$ cat src/rtl/nonce_flag_encoder.sv
// Purpose : round-robin 32-to-5 encoder that turns one-cycle nonce-found pulses into held grants.
// Latency : req pulse -> pending after 1 edge -> grant_valid after the next edge (2 cycles when idle).
// Backpr. : grant held stable until grant_ready; new pulses accumulate in pending, none are dropped.
//
// Ports:
//   clock, reset_n        rising-edge clock, async active-low reset
//   req[31:0]             per-core event pulses
//   clear                 synchronous flush of pending events and any in-flight grant
//   grant_ready           readout controller accepts the current grant
//   grant_valid           grant_index / grant_onehot are valid
//   grant_index[4:0]      index of the granted core
//   grant_onehot[31:0]    one-hot of grant_index, zero while grant_valid is low
//   pending[31:0]         registered pending-event vector
module nonce_flag_encoder (
  input  logic        clock,
  input  logic        reset_n,
  input  logic [31:0] req,
  input  logic        clear,
  input  logic        grant_ready,
  output logic        grant_valid,
  output logic [4:0]  grant_index,
  output logic [31:0] grant_onehot,
  output logic [31:0] pending
);

  typedef enum logic {
    IDLE  = 1'b0,
    GRANT = 1'b1
  } state_t;

  state_t      state, state_nxt;
  logic [4:0]  ptr, ptr_nxt;
  logic [4:0]  index_nxt;
  logic [31:0] pending_nxt;
  logic [31:0] ack;
  logic [4:0]  sel_idx;
  logic        sel_found;

  // Outputs are decoded only from registered state, so onehot cannot glitch
  // relative to grant_valid.
  assign grant_valid  = (state == GRANT);
  assign grant_onehot = grant_valid ? (32'd1 << grant_index) : 32'd0;

  // First set pending bit scanning ptr, ptr+1, ... with 5-bit wrap.
  always_comb begin
    logic [4:0] cand;
    sel_found = 1'b0;
    sel_idx   = ptr;
    cand      = ptr;
    for (int i = 0; i < 32; i++) begin
      cand = ptr + 5'(i);
      if (!sel_found && pending[cand]) begin
        sel_found = 1'b1;
        sel_idx   = cand;
      end
    end
  end

  always_comb begin
    state_nxt = state;
    ptr_nxt   = ptr;
    index_nxt = grant_index;
    ack       = 32'd0;

    case (state)
      IDLE: begin
        if (sel_found) begin
          index_nxt = sel_idx;
          state_nxt = GRANT;
        end
      end
      GRANT: begin
        if (grant_ready) begin
          ack       = grant_onehot;
          ptr_nxt   = grant_index + 5'd1;
          state_nxt = IDLE;
        end
      end
      default: state_nxt = IDLE;
    endcase

    // A new pulse on the bit being acknowledged survives: req is OR-ed in
    // after the ack mask would have cleared it... so mask only the old value.
    pending_nxt = (pending & ~ack) | req;

    // Flush wins over everything, including a same-cycle handshake.
    if (clear) begin
      pending_nxt = 32'd0;
      ptr_nxt     = 5'd0;
      state_nxt   = IDLE;
    end
  end

  always_ff @(posedge clock or negedge reset_n) begin
    if (!reset_n) begin
      state       <= IDLE;
      ptr         <= 5'd0;
      grant_index <= 5'd0;
      pending     <= 32'd0;
    end else begin
      state       <= state_nxt;
      ptr         <= ptr_nxt;
      grant_index <= index_nxt;
      pending     <= pending_nxt;
    end
  end

endmodule

$ cat config.mk
export PLATFORM = sky130hd
export DESIGN_NAME = nonce_flag_encoder
export DESIGN_NICKNAME = d
export VERILOG_FILES = /design/src/rtl/nonce_flag_encoder.sv
export SDC_FILE = /design/constraint.sdc
export NUM_CORES = 1
export LEC_CHECK = 0
export CORE_UTILIZATION = 40
export CTS_CLUSTER_DIAMETER = 150
export DETAILED_ROUTE_END_ITERATION = 10
export GPL_ROUTABILITY_DRIVEN = 0
export GPL_TIMING_DRIVEN = 0
export PLACE_DENSITY = 0.67
export SETUP_SLACK_MARGIN = 0.2
export SYNTH_ARGS = -nofsm -noshare
export SYNTH_HDL_FRONTEND = slang
export SYNTH_SLANG_ARGS = --single-unit
$ cat constraint.sdc
create_clock -name clock -period 13.1 [get_ports clock]
set_clock_uncertainty 0.15 [all_clocks]
set_input_delay 2.62 -clock clock [delete_from_list [all_inputs] [get_ports clock]]
set_output_delay 2.62 -clock clock [all_outputs]
set_load 0.005 [all_outputs]
==> impl_results.md <==
* Run status: complete, no violations
* Worst slew pin tran at 1.30 ns
* Postcts setup bufs at 0
* Most common cell on crit path: buf_6
* Synth Instances at 1037
* Initial antenna violation count at 0
* H-tree Lvls at 2
* Final setup TNS at 0 ns
* Crit path arrival time at 7.78 ns
* Max cap viols at 0
* Synth Flop Type: dfrtp_1
* WP data required at 13.17 ns
* Critical path capture point type: flip-flop
* Setup WS pre-CTS at 5.72 ns
* Yosys warns at 0
* Die extent in y at 150 microns
* R2R depth at 20
* Via count at 9948
* Die area at 22400 sq um
* Non-Filler Instances at 1425
* Crit Path Class: flip-flop to flip-flop
* Grt total ovfl at 0
* Post-layout util at 48.5%
* Via/cell ratio at 6.98
* Die Wd at 150 microns
* Startpoint Class: flip-flop
* Dpl cells at 1417
* PortBufs at 104
* WL/cell at 26.2 microns
* Minimum clock period at 7.71 ns
* Initial cell density of the core at 41.2%
* Slew HR at 12.8%
* CTS tree: yes
* RSZ-0062 raised after global routing: no
* Synth Cell Area at 8710 sq um
* Clk buf depth at 2
* Post-synthesis cell type count at 87
* Setup violators final at 0
* Commonest non-fill, non-tap cells in the layout: 103 x clkdlybuf4s50_1, 96 x nor2_1, 87 x nand2_1
* Layout area overhead at 17.9%
* Critical Path Slowest Stage Cell: nor4_1
* Most common cell after layout, fill and taps aside: clkdlybuf4s50_1
* # IOs at 106
* Root Buffer: clkbuf_16
* Ys async rst share at 100%
* Synth Net Count at 1091
* Worst path cell trace: buf_6 > buf_8 > buf_6 > buf_6 > clkbuf_1 > inv_1 > ha_1 > xnor2_1 > clkbuf_1 > mux4_2 > mux2_2 > nor4b_2 > and2_1 > buf_2 > nand2_2 > nor4_1 > nor2_1 > o221a_2 > a221oi_1 > o21a_1
* Final worst-path cycle share at 58.9%
* DRT antenna net count at 0
* Clock-pin slew on the worst setup and hold paths at 0.06 ns
* All-Layer GR Usage at 33.9%
* Largest net degree at the start of global routing at 34
* Crit-path max FO at 10
* Syn_area_per_cell at 8.40 sq um
* Worst skew pair latency at 0.29 ns
* Routed WL at 37300 microns
* 1st-iter DRT viols at 1439
* CTS Buf Count at 5
* Max-slew violations at 0
* Post-synth EDFFs at 0
* Pre-Repair DR Iteration Count at 6
* Row count at 53
* Peak supply drop at 85.2 uV
* Share of the synthesized area in the top cell type at 15.5%
* CTS Hold Bufs at 0
* DRC errors left at 0
* Core area at 21200 sq um
* Pwr dens at 159 nW/um^2
* Post-synthesis sequential area ratio at 12.4%
* First-pass GRT wire length at 57100 microns
* Top cells by area, synth: mux4_2 16%, dfrtp_1 12%, mux2i_1 6.1%
* Clock sink total at 43
* Number of global-route vias before repair at 9407
* Setup ws final at 5.39 ns
* Layout cell share with drive strength beyond 1 at 13.4%
* Hold/Removal Path Class: flip-flop to flip-flop
* Hold Vio Cnt, Final at 0
* Hold Path Cell Cnt at 1
* Max frequency at 0.130 GHz
* Hpwl dp at 28600 microns
* # nets final at 1203
* Crit-path max cell delay at 0.69 ns
* Yosys reg bits at 43
* Cell taking the most area after synthesis: mux4_2
* P_leak at 3.87 nW
* Post-cts gate resize count at 0
* Antenna diode count at 0
-- sequential cells by signal (all words and copies together) (netlist names) --
name         flops
pending         32
ptr              5
grant_valid      1
grant_index      5
-- metrics by stage --
step	power [W]	hold slack (ns)	instance area (sq um)
floorplan	0.00103	0.391	8710
detailed placement	0.00143	0.439	10100
global placement	0.00143	0.437	10100
global route	0.00170	0.501	10300
CTS	0.00157	0.447	10300
finish	0.00163	0.447	10300
-- final timing paths --
check | slack, ns | from | end
max | 5.39 | ptr[2] | grant_index[1]
min | 0.45 | grant_index[0] | ptr[0]
max reg2reg | 5.39 | ptr[2] | grant_index[1]
min reg2reg | 0.45 | grant_index[0] | ptr[0]
max in group asynchronous | 10.29 | reset_n | pending[26]
min in group asynchronous | 2.04 | reset_n | pending[0]
-- layer usage --
layer / global-route usage, % / share of wire, % / vias to the layer above
met5: 0 / 0 / -
met3: 5.85 / 13 / 166
met1: 45.0 / 37 / 4639
li1: - / - / 4228
met2: 51.2 / 43 / 915
met4: 20.6 / 6.8 / 0
-- final cells by class --
cell class | instances | area, sq um
plain buffers | 68 | 355
clock buffers | 8 | 156
fillers | 2020 | 10900
inverters | 75 | 282
multi-input cells | 851 | 6990
flip-flops and latches | 43 | 1080
well taps | 275 | 344
repair buffers | 105 | 1060
-- power by group --
group | internal (W) | total (W) | switching [W]
clock | 0.0000813 | 0.000134 | 0.0000527
sequential | 0.000149 | 0.000187 | 0.0000374
combinational | 0.000486 | 0.00131 | 0.000825
-- Yosys cell counts (5+ instances only) --
cell type,number
inv_1,71
a2111oi_0,5
buf_2,14
nor4_1,8
o21a_1,9
a21oi_1,74
ha_1,18
mux4_1,20
o211a_1,6
or4_1,7
a211o_1,5
nand2_1,87
or3_1,7
xnor2_1,27
nand4_1,9
nor2_1,96
mux4_2,60
mux2_2,23
nand3_1,36
a31oi_1,7
nand2b_1,7
a22o_1,5
a211oi_1,24
clkbuf_1,37
xor2_1,7
or2_2,7
o21ai_0,69
a221oi_1,7
o2111ai_1,8
nor2b_1,9
mux2i_1,53
dfrtp_1,43
o211ai_1,6
buf_6,7
a22oi_1,6
o22ai_1,11
buf_1,6
nor3_1,26
and2_1,13
-- kinds of logic (layout without fill, tap and decap cells) --
kind of cell,Yosys count,count (layout),share of synthesized area (%)
AND/OR/NAND/NOR,339,339,19.6
adder cells (fa/ha/maj),18,18,2.59
multiplexers,158,158,31.1
flip-flops,43,43,12.4
AO/OA/AOI/OAI,301,301,23.2
XOR/XNOR,35,35,3.74
buffers and inverters,143,256,7.32
-- critical path: cells and delay by family, from the launching register on --
| kind | cells | cell delay, ns |
|---|---|---|
| xor+xnor | 1 | 0.35 |
| mux | 2 | 0.96 |
| simple gates | 5 | 1.78 |
| flops | 1 | 0.53 |
| fa+ha+maj | 1 | 0.42 |
| buf+inv | 8 | 2.54 |
| compound gates | 3 | 0.90 |
Power figures use the tool's default switching activity.
